**config.mk**
```make
export PLATFORM = sky130hd
export DESIGN_NAME = stream_mux_4to1_rr_flat
export DESIGN_NICKNAME = d
export VERILOG_FILES = /design/src/rtl/stream_mux_4to1_rr_if.sv /design/src/rtl/stream_mux_4to1_rr.sv /design/src/flat_wrapper.sv
export SDC_FILE = /design/constraint.sdc
export NUM_CORES = 1
export LEC_CHECK = 0
export CORE_MARGIN = 1.5
export CORE_UTILIZATION = 50
export DETAILED_ROUTE_END_ITERATION = 16
export DONT_BUFFER_PORTS = 1
export MAX_ROUTING_LAYER = met4
export PLACE_DENSITY = 0.76
export SLEW_MARGIN = 20
export SYNTH_ARGS = -nofsm -noshare
export SYNTH_HDL_FRONTEND = slang
export SYNTH_SLANG_ARGS = --single-unit
```
**constraint.sdc**
```tcl
create_clock -name clk -period 2.6 [get_ports clk]
set_clock_uncertainty 0.1 [all_clocks]
set_input_delay 0.65 -clock clk [delete_from_list [all_inputs] [get_ports clk]]
set_output_delay 0.65 -clock clk [all_outputs]
set_load 0.03 [all_outputs]
```
**src/rtl/stream_mux_4to1_rr_if.sv**
```systemverilog
// Handshake bundle for the 4-to-1 round-robin stream mux: four valid/ready input
// channels on one side, one registered valid/ready output plus channel tag on the other.
interface stream_mux_4to1_rr_if #(
    parameter int DATA_W = 8
);
    logic [3:0]          in_valid;
    logic [4*DATA_W-1:0] in_data;
    logic [3:0]          in_ready;
    logic                out_valid;
    logic [DATA_W-1:0]   out_data;
    logic [1:0]          out_sel;
    logic                out_ready;

    // Environment side: drives the input channels and the downstream ready.
    modport master (
        output in_valid,
        output in_data,
        output out_ready,
        input  in_ready,
        input  out_valid,
        input  out_data,
        input  out_sel
    );

    // Mux side: consumes the input channels and presents the output register.
    modport slave (
        input  in_valid,
        input  in_data,
        input  out_ready,
        output in_ready,
        output out_valid,
        output out_data,
        output out_sel
    );
endinterface

```
**src/rtl/stream_mux_4to1_rr.sv**
```systemverilog
// Registered 4-to-1 stream mux with round-robin arbitration; out_sel tags the source channel.
// Optional per-channel saturating grant counters are built when STREAM_MUX_STATS_EN is defined.
module stream_mux_4to1_rr #(
    parameter int DATA_W = 8,
    parameter int CNT_W  = 16
) (
    input  logic               clk,
    input  logic               rst_n,
    stream_mux_4to1_rr_if.slave bus
`ifdef STREAM_MUX_STATS_EN
    ,
    output logic [4*CNT_W-1:0] grant_cnt
`endif
);

    if (DATA_W < 1 || CNT_W < 1) begin : g_param_check
        $error("stream_mux_4to1_rr: DATA_W and CNT_W must be at least 1");
    end

    logic [DATA_W-1:0] ch_data [4];

    logic              out_valid_q, out_valid_d;
    logic [DATA_W-1:0] out_data_q,  out_data_d;
    logic [1:0]        out_sel_q,   out_sel_d;
    logic [1:0]        rr_ptr_q,    rr_ptr_d;

    logic              any_valid;
    logic              load_en;
    logic              xfer;
    logic [1:0]        gnt;
    logic [1:0]        scan_idx;
    logic              found;

    for (genvar gi = 0; gi < 4; gi++) begin : g_unpack
        assign ch_data[gi] = bus.in_data[gi*DATA_W +: DATA_W];
    end

    // Nothing is accepted while reset is held, so in_ready stays low throughout.
    assign any_valid = |bus.in_valid;
    assign load_en   = !out_valid_q || bus.out_ready;
    assign xfer      = rst_n && load_en && any_valid;

    // First requesting channel at or after the pointer, wrapping modulo 4.
    always_comb begin
        gnt      = rr_ptr_q;
        scan_idx = rr_ptr_q;
        found    = 1'b0;
        for (int i = 0; i < 4; i++) begin
            scan_idx = rr_ptr_q + 2'(i);
            if (!found && bus.in_valid[scan_idx]) begin
                gnt   = scan_idx;
                found = 1'b1;
            end
        end
    end

    for (genvar gi = 0; gi < 4; gi++) begin : g_ready
        assign bus.in_ready[gi] = xfer && (gnt == 2'(gi));
    end

    always_comb begin
        out_valid_d = out_valid_q;
        out_data_d  = out_data_q;
        out_sel_d   = out_sel_q;
        rr_ptr_d    = rr_ptr_q;
        if (xfer) begin
            out_valid_d = 1'b1;
            out_data_d  = ch_data[gnt];
            out_sel_d   = gnt;
            rr_ptr_d    = gnt + 2'd1;
        end else if (out_valid_q && bus.out_ready) begin
            out_valid_d = 1'b0;
        end
    end

    always_ff @(posedge clk or negedge rst_n) begin
        if (!rst_n) begin
            out_valid_q <= 1'b0;
            out_data_q  <= '0;
            out_sel_q   <= 2'd0;
            rr_ptr_q    <= 2'd0;
        end else begin
            out_valid_q <= out_valid_d;
            out_data_q  <= out_data_d;
            out_sel_q   <= out_sel_d;
            rr_ptr_q    <= rr_ptr_d;
        end
    end

    assign bus.out_valid = out_valid_q;
    assign bus.out_data  = out_data_q;
    assign bus.out_sel   = out_sel_q;

`ifdef STREAM_MUX_STATS_EN
    logic [CNT_W-1:0] cnt_q [4];
    logic [CNT_W-1:0] cnt_d [4];

    // Counters stick at all-ones instead of wrapping.
    for (genvar gi = 0; gi < 4; gi++) begin : g_stats
        always_comb begin
            cnt_d[gi] = cnt_q[gi];
            if (bus.in_ready[gi] && bus.in_valid[gi] && (cnt_q[gi] != '1)) begin
                cnt_d[gi] = cnt_q[gi] + 1'b1;
            end
        end

        always_ff @(posedge clk or negedge rst_n) begin
            if (!rst_n) begin
                cnt_q[gi] <= '0;
            end else begin
                cnt_q[gi] <= cnt_d[gi];
            end
        end

        assign grant_cnt[gi*CNT_W +: CNT_W] = cnt_q[gi];
    end
`endif

endmodule

```
**src/flat_wrapper.sv**
```systemverilog
// flat-port wrapper written by rule: the top's interface ports become plain ports
module stream_mux_4to1_rr_flat 
#(
    parameter int DATA_W = 8,
    parameter int CNT_W  = 16
)
  (clk, rst_n, bus_in_valid, bus_in_data, bus_out_ready, bus_in_ready, bus_out_valid, bus_out_data, bus_out_sel);
  stream_mux_4to1_rr_if #(.DATA_W(DATA_W)) bus_i ();
  input  logic clk;
  input  logic rst_n;
  input wire logic [$bits(bus_i.in_valid)-1:0] bus_in_valid;
  input wire logic [$bits(bus_i.in_data)-1:0] bus_in_data;
  input wire logic [$bits(bus_i.out_ready)-1:0] bus_out_ready;
  output wire logic [$bits(bus_i.in_ready)-1:0] bus_in_ready;
  output wire logic [$bits(bus_i.out_valid)-1:0] bus_out_valid;
  output wire logic [$bits(bus_i.out_data)-1:0] bus_out_data;
  output wire logic [$bits(bus_i.out_sel)-1:0] bus_out_sel;
  assign bus_i.in_valid = bus_in_valid;
  assign bus_i.in_data = bus_in_data;
  assign bus_i.out_ready = bus_out_ready;
  assign bus_in_ready = bus_i.in_ready;
  assign bus_out_valid = bus_i.out_valid;
  assign bus_out_data = bus_i.out_data;
  assign bus_out_sel = bus_i.out_sel;
  stream_mux_4to1_rr #(.DATA_W(DATA_W), .CNT_W(CNT_W)) u_core (.clk(clk), .rst_n(rst_n), .bus(bus_i));
endmodule
```
==> results of run 1 <==
[worst max-delay path by stage]
stage | from | cells past startpoint | endpoint
6_report | bus_in_valid[0] | 4 | bus_in_ready[2]
5_1_grt | u_core.rr_ptr_q[1]$_DFFE_PN0P_ | 5 | bus_in_ready[0]
4_1_cts | u_core.rr_ptr_q[1]$_DFFE_PN0P_ | 4 | bus_in_ready[3]
3_5_place_dp | bus_in_valid[0] | 4 | bus_in_ready[3]
3_3_place_gp | bus_in_valid[0] | 4 | bus_in_ready[3]
2_1_floorplan | bus_in_valid[2] | 5 | bus_in_ready[0]
[cell families (layout without fill, tap and decap cells)]
| group | count (synthesis) | count (layout) | share of synthesized area, % |
|---|---|---|---|
| compound gates | 30 | 30 | 29.4 |
| xor+xnor | 1 | 1 | 0.983 |
| buf+inv | 5 | 22 | 2.67 |
| flops | 13 | 13 | 36.5 |
| mux | 9 | 9 | 11.4 |
| simple gates | 33 | 33 | 19.1 |
[state kept, by name (all words and copies together) (netlist names)]
register	count
u_core.bus.out_valid	1
u_core.bus.out_data	8
u_core.rr_ptr_q	2
u_core.bus.out_sel	2
[timing repair]
item                                    4_1_cts  5_1_grt
resized for setup                             1        1
hold buffers                                  1        0
endpoints found under the hold margin        13        0
endpoints found under the setup margin        1        1
[power by group]
group,switching (mW),internal (mW)
sequential,0.228,0.287
clock,0.0750,0.0573
combinational,0.229,0.239
total,0.532,0.583
[worst reg2reg max path, stage by stage (launching register included)]
cell	delay (ns)
dfrtp_2	0.47
nand2_1	0.14
a221oi_4	0.35
nand2_4	0.15
mux2_2	0.30
o221a_1	0.21
[final cells by class]
cell class	count	area share (%)
timing repair buffer	16	11.6
clock buffer	3	2.12
tap	25	2.95
multi-input combinational	73	51.4
inverter	2	0.708
sequential	13	30.8
clock inverter	1	0.472
[stage by stage]
stage,setup slack [ns],std cells
after floorplan,0.0201,91
after global placement,0.108,128
after detailed placement,0.0938,128
after CTS,0.0919,133
after global routing,0.00549,133
final,0.0828,133
[layer usage]
metal,vias up,routed length [µm],track usage (%)
met4,0,60,13.5
met3,9,211,7.60
met5,-,0,-
met2,51,1150,37.4
li1,387,-,-
met1,401,921,26.1
[synthesized netlist by cell type]
library cell / n / area [µm²]
mux2_2: 9 / 101
nand2_1: 2 / 7.51
o21ai_4: 1 / 16.3
nor2b_1: 4 / 25.0
buf_4: 1 / 7.51
o41ai_1: 1 / 8.76
xnor2_1: 1 / 8.76
clkbuf_1: 1 / 3.75
a21oi_1: 3 / 15.0
o221a_1: 8 / 90.1
o21ai_0: 10 / 50.1
o22ai_1: 1 / 6.26
o21a_1: 2 / 15.0
dfrtp_1: 13 / 325
nand2_4: 1 / 11.3
nand3_1: 17 / 85.1
a2111o_1: 1 / 11.3
inv_1: 2 / 7.51
nor2_1: 5 / 18.8
a21boi_2: 1 / 11.3
buf_2: 1 / 5.00
a221o_2: 1 / 11.3
and2_1: 2 / 12.5
nor3_1: 2 / 10.0
a221oi_4: 1 / 26.3
==> metrics.txt, run 1 <==
WP data arrival 1.77 ns; worst-margin pin slew between 0.6 and 0.7 ns; port bufs 0; final hold violations 0; first-pass GRT wire length ~3.4 mm; RSZ-0062 raised after global routing false; Netlist cell types 25; Worst-Skew Late Latency 0.29 ns; multi-input logic area 546 µm²; status finished, final reports clean; Antenna Cells 0; largest net degree at the start of global routing 14; HPWL Detailed 1.78 mm; Ports 54; gp weighted congestion 0.886; kind of critical path in -> out; GRT Total Usage about a quarter; initial core utilization 52.2%; Area Overhead vs Synth 19.1%; Worst VDD drop around 0.64 mV; Hold Path Class in -> reg; Critical Path RT around 1.9 ns; Vert. Die Dim 45.2 µm; CTS Root Cell clkbuf_4; FF-to-FF End u_core.bus.out_data[2]$_DFFE_PN0P_; Max-Cap Viols 0; Routed Antenna Nets 0; Syn Nets 130; final setup vio count 0; Mapped Avg Cell Area about 9.8 µm²; die outline width 45.2 µm; Final Core Density between 60% and 70%; Nets 148; number of global-route vias before repair 810; Hold Path Origin bus_out_ready; Seq/Total Area, Yosys 36.5%; buffer and inverter count on the worst path 0; post-route cell area 0.00106 mm²; routed length per instance 17.6 µm; final wirelength between 2 and 2.5 mm; Crit path max-delay family compound AO/OA/AOI/OAI gates; period utilisation layout 96.8%; DRT iter0 DRCs 12; Max Slew Vio Count 0; Sequential Area 327 µm²; clk slew on worst S/H paths 0.09 ns; clk buf depth 2; endpoint class of the critical path primary output; startpoint class of the critical path input pin; leakage power total 0.412 nW; # Post-CTS Setup Buffers 0; min cycle time layout 2.52 ns; Die ar. 0.00204 mm²; CTS buffer count 3; CTS tree built; power density cells 1050 mW/mm²; Post-DP Area 0.00102 mm²; slew margin rel. 57.6%; Ys Warns 0; Total Power 1.12 mW; Seq cells post-synth 13; hold path depth 1; Rows 15; most frequent cells in the layout nand3_1, buf_4, dfrtp_1; CP Cell Sequence nor2b_1 -> a2111o_1 -> a21boi_2 -> and2_2; initial antenna violation count 0; vias per std cell 6.38; via count 848; total gr overflow 0; share of post-route cells with drive strength above 1 33.3%; fill count 153; fmax 397 MHz; Worst Reg2Reg Path Length in Cells 5; max incr delay on CP 0.46 ns; largest fanout on the critical path 5; flop-to-flop setup slack 0.75 ns; slowest stage cell, crit path a2111o_1; Core Region around 0.0017 mm²; mapped cell area 891 µm²; htree depth 1; clk sinks 13; Cells after Synth 91; most common cell after layout, fill and taps aside nand3_1; Detailed Routing Iterations Pass 1 4; DRC Markers 0; hold endpoint u_core.bus.out_valid$_DFFE_PN0P_; Setup TNS Final 0 ns; worst r2r src u_core.rr_ptr_q[1]$_DFFE_PN0P_; final hold slack 0.348 ns
Power figures use the tool's default switching activity.
==> run 2, diff against run 1 <==
Settings changed: CAP_MARGIN set to 20.
==> results of run 2 <==
Same layout as run 1: the final DEF is identical, and so are final timing and power.
==> patch 1 (flow settings as in run 1) <==
`DATA_W` is set to 8 in 3 places; all go to 10.
--- a/src/rtl/stream_mux_4to1_rr_if.sv
+++ b/src/rtl/stream_mux_4to1_rr_if.sv
@@ -1,7 +1,7 @@
 // Handshake bundle for the 4-to-1 round-robin stream mux: four valid/ready input
 // channels on one side, one registered valid/ready output plus channel tag on the other.
 interface stream_mux_4to1_rr_if #(
-    parameter int DATA_W = 8
+    parameter int DATA_W = 10
 );
     logic [3:0]          in_valid;
     logic [4*DATA_W-1:0] in_data;
--- a/src/rtl/stream_mux_4to1_rr.sv
+++ b/src/rtl/stream_mux_4to1_rr.sv
@@ -1,7 +1,7 @@
 // Registered 4-to-1 stream mux with round-robin arbitration; out_sel tags the source channel.
 // Optional per-channel saturating grant counters are built when STREAM_MUX_STATS_EN is defined.
 module stream_mux_4to1_rr #(
-    parameter int DATA_W = 8,
+    parameter int DATA_W = 10,
     parameter int CNT_W  = 16
 ) (
     input  logic               clk,
--- a/src/flat_wrapper.sv
+++ b/src/flat_wrapper.sv
@@ -1,7 +1,7 @@
 // flat-port wrapper written by rule: the top's interface ports become plain ports
 module stream_mux_4to1_rr_flat 
 #(
-    parameter int DATA_W = 8,
+    parameter int DATA_W = 10,
     parameter int CNT_W  = 16
 )
   (clk, rst_n, bus_in_valid, bus_in_data, bus_out_ready, bus_in_ready, bus_out_valid, bus_out_data, bus_out_sel);
Ports: changed (resized bus_in_data and bus_out_data); port bits go from 54 to 64. No check against the original RTL was run, so the function may have changed too.
==> patch 1 against run 1 <==
- power is 8.9% higher
- final cell count is 8.3% higher
- design area is 8.3% higher
- setup slack improved by 0.0041 ns
- routed wire length increased by 11%
- highest routed layer is now met3
- sequential cell count grew 2
- global-route usage decreased by 0.092 points
- synthesized area rose by 13%
- register-to-register slack worse by 0.15 ns
- sequential power grew 16%
- largest cell class unchanged
==> patch 1: results (changes against run 1) <==
vias in the first global route 822 (+1.5%); clkbuf count 4 (+1); status completed; met2 usage 41.3% (+3.9 points); first-pass GRT wire length 3680 um (+8.6%); max reg flops 10 (+2); Leak 0.435 nW (+5.4%); DR WL/cell 18.1 um (+2.8%); layout cells sized above 1 22.2% (-11 points); Placer Congestion 0.764 (-14%); post-synthesis sequential area ratio 37.3% (+0.75 points); bufs w/o clock 13 (-3); Routed met1 length 1050 um (+13%); Psw 0.584 mW (+9.8%); number of nets in the layout 165 (+11%); VDD IR max 0.504 mV (-21%); Post-Syn Nets 156 (+20%); library cells used by synthesis 26 (+4.0%); Data buffer area share 8.71% (-2.8 points); Synth top cells by count nand3_1, dfrtp_1, o21ai_0, mux2_1, o221a_1; Cells after DPL 139 (+8.6%); final std cell area, no fill 1150 um^2 (+8.3%); Fillers 185 (+21%); comb_multi_in 83 (+14%); fraction of area in multi-input gates 52.7% (+1.3 points); largest net degree at the start of global routing 16 (+2); multiplexer area fraction after synthesis 12.3% (+0.92 points); Synth Area in Compound Gates 26.8% (-2.5 points); uppermost layer routed met3; dominant cells by area after synthesis dfrtp_1, nand3_1, mux2_1, o221a_1, o21ai_0; clock latency on the worst-skew pair 0.27 ns (-0.02 ns); die width 47.9 um (+5.9%); relative slew slack 54.3% (-3.3 points)
## patch 1: changes by cell type in the layout (fill, tap and decap cells not counted), sizes merged
cell           run 1  this run
dfrtp             13        15
buf               15        12
clkinv             1         0
o221a              8        10
mux2               9        11
nand3             17        21
clkbuf             3         4
o21ai             11        13
## patch 1: worst paths after layout
path | to | slack, ns | cells after the start
setup / recovery | bus_in_ready[2] | 0.09 | 4
hold / removal | u_core.bus.out_valid | 0.36 | 1
setup reg to reg | u_core.bus.out_data[3] | 0.60 | 6
hold reg to reg | u_core.rr_ptr_q[0] | 0.54 | 2
max in group asynchronous | u_core.bus.out_data[8] | 1.22 | 1
min in group asynchronous | u_core.bus.out_data[7] | 0.75 | 1
## patch 1: critical path: stages
cell and delay, ns:
nor2b_1 0.13, a2111o_1 0.44, a21boi_1 0.24, and2_2 0.30
## patch 1: timing repair
item	in CTS	in global routing
endpoints found under the hold margin	15	0
buffers inserted	0	0
hold buffers	1	0
endpoints found under the setup margin	0	4
resized for setup	0	3
==> patch 2 (settings of run 1) <==
Without the edit above. `out_data_q` no longer has a reset.
--- a/src/rtl/stream_mux_4to1_rr.sv
+++ b/src/rtl/stream_mux_4to1_rr.sv
@@ -76,15 +76,17 @@
     always_ff @(posedge clk or negedge rst_n) begin
         if (!rst_n) begin
             out_valid_q <= 1'b0;
-            out_data_q  <= '0;
             out_sel_q   <= 2'd0;
             rr_ptr_q    <= 2'd0;
         end else begin
             out_valid_q <= out_valid_d;
-            out_data_q  <= out_data_d;
             out_sel_q   <= out_sel_d;
             rr_ptr_q    <= rr_ptr_d;
         end
+    end
+
+    always_ff @(posedge clk) begin
+        out_data_q <= out_data_d;
     end
 
     assign bus.out_valid = out_valid_q;
Formal check against the unedited RTL: differs if rst_n is asserted again (counterexample within 4 cycles, from zero or initial values and one cycle with rst_n low); with rst_n held inactive, the same outputs for 10 cycles.
==> patch 2 against run 1 <==
- final cell count is 9.8% lower
- power is 18% lower
- synthesized area is 7.3% lower
- routed wire length is 21% lower
- design area is 15% lower
- worst hold slack better by 0.059 ns
- sequential share of layout area is 10 points higher
- die area is 6.8% lower
- register-to-register slack worse by 0.08 ns
- setup slack better by 0.056 ns
- sequential cell count stayed put
- critical path type is now reg2out
- critical endpoint is now bus_in_ready[1]
==> patch 2: results (changes against run 1) <==
measured slew at the worst slew-check pin 0.316 ns (-0.318 ns); R2R Path End u_core.bus.out_data[5]; met2 routed WL 957 um (-17%); Worst Setup EP bus_in_ready[1]; Synth Area in Compound Gates 23.8% (-5.6 points); Routed met1 length 768 um (-17%); Global Route Usage Sum 19.8% (-3.9 points); register area 367 um^2 (+12%); wire length on met3 92 um (-56%); VDD IR max 0.584 mV (-8.2%); Power Total 0.910 mW (-18%); clock latency on the worst-skew pair 0.26 ns (-0.03 ns); CP max stage cell dfrtp_1; Async SR Flop Fraction 38.5% (-62 points); Switching Fraction 43.9% (-3.8 points); multiplexer area fraction after synthesis 0% (-11 points); status completed; clkbuf count 4 (+1); CP top delay family simple AND/OR/NAND/NOR gates; Fillers 149 (-2.6%); grt met1 use 23.9% (-2.2 points); layout cells sized above 1 17.3% (-16 points); xor-xnor portion of the synthesized cell area 1.06% (+0.077 points); GR Util met3 3.33% (-4.3 points); WP data arrival 1.71 ns (-0.06 ns); Synth top cells by count nand2_1, a21oi_1, a32oi_1, edfxtp_1, nor2_1; Post-Syn Nets 134 (+3.1%); hold_sp rst_n; DP Worst Slack 0.229 ns (+0.135 ns); first-pass GRT wire length 2700 um (-20%); Reg2Reg Depth 7 (+2); R2R setup slack 0.67 ns (-0.08 ns); EDFF count, synth 8 (+8); post-synthesis sequential area ratio 44.2% (+7.7 points); area of the multi-input gates 392 um^2 (-28%); die area 1900 um^2 (-6.8%); vias in the first global route 640 (-21%); CP max stage delay 0.42 ns (-0.04 ns); met2 usage 32.1% (-5.4 points); dominant cells by area after synthesis edfxtp_1, nand2_1, dfrtp_1, a32oi_1, buf_6; Area after DPL 852 um^2 (-17%); worst-path fanout max 4 (-1); Tcrit/Tclk final 94.7% (-2.1 points); Data buffer area share 9.48% (-2.1 points); library cells used by synthesis 21 (-16%); hold depth 2 (+1); Vias 731 (-14%); comb_multi_in 74 (+1.4%)
patch 2: cell types whose count changed after synthesis, sizes merged, moves of 2 or more:
cell,change
mux2,-9
o221a,-8
nand2,+31
and2,-2
nand3,-16
a21oi,+6
edfxtp,+8
a32oi,+8
buf,+4
nand2b,+2
nor3,-2
dfrtp,-8
o21ai,-6
patch 2: timing repair:
| item | in CTS | in global routing |
|---|---|---|
| hold buffers | 1 | 0 |
| resized for setup | 0 | 2 |
| hold endpoints to repair | 5 | 0 |
| setup endpoints to repair | 0 | 3 |
| setup buffers | 0 | 1 |
patch 2: cell families (layout without fill, tap and decap cells):
family / after synthesis / count (layout)
AOI/OAI and AO/OA: 27 / 27
xor gates and xnor gates: 1 / 1
buffers and inverters: 8 / 17
DFF: 13 / 13
and+or+nand+nor: 46 / 46
patch 2: per-stage QoR:
step | hold slack [ns] | cells
floorplan | 0.254 | 95
global placement | 0.255 | 114
detailed placement | 0.255 | 114
CTS | 0.406 | 119
global route | 0.412 | 120
finish | 0.407 | 120
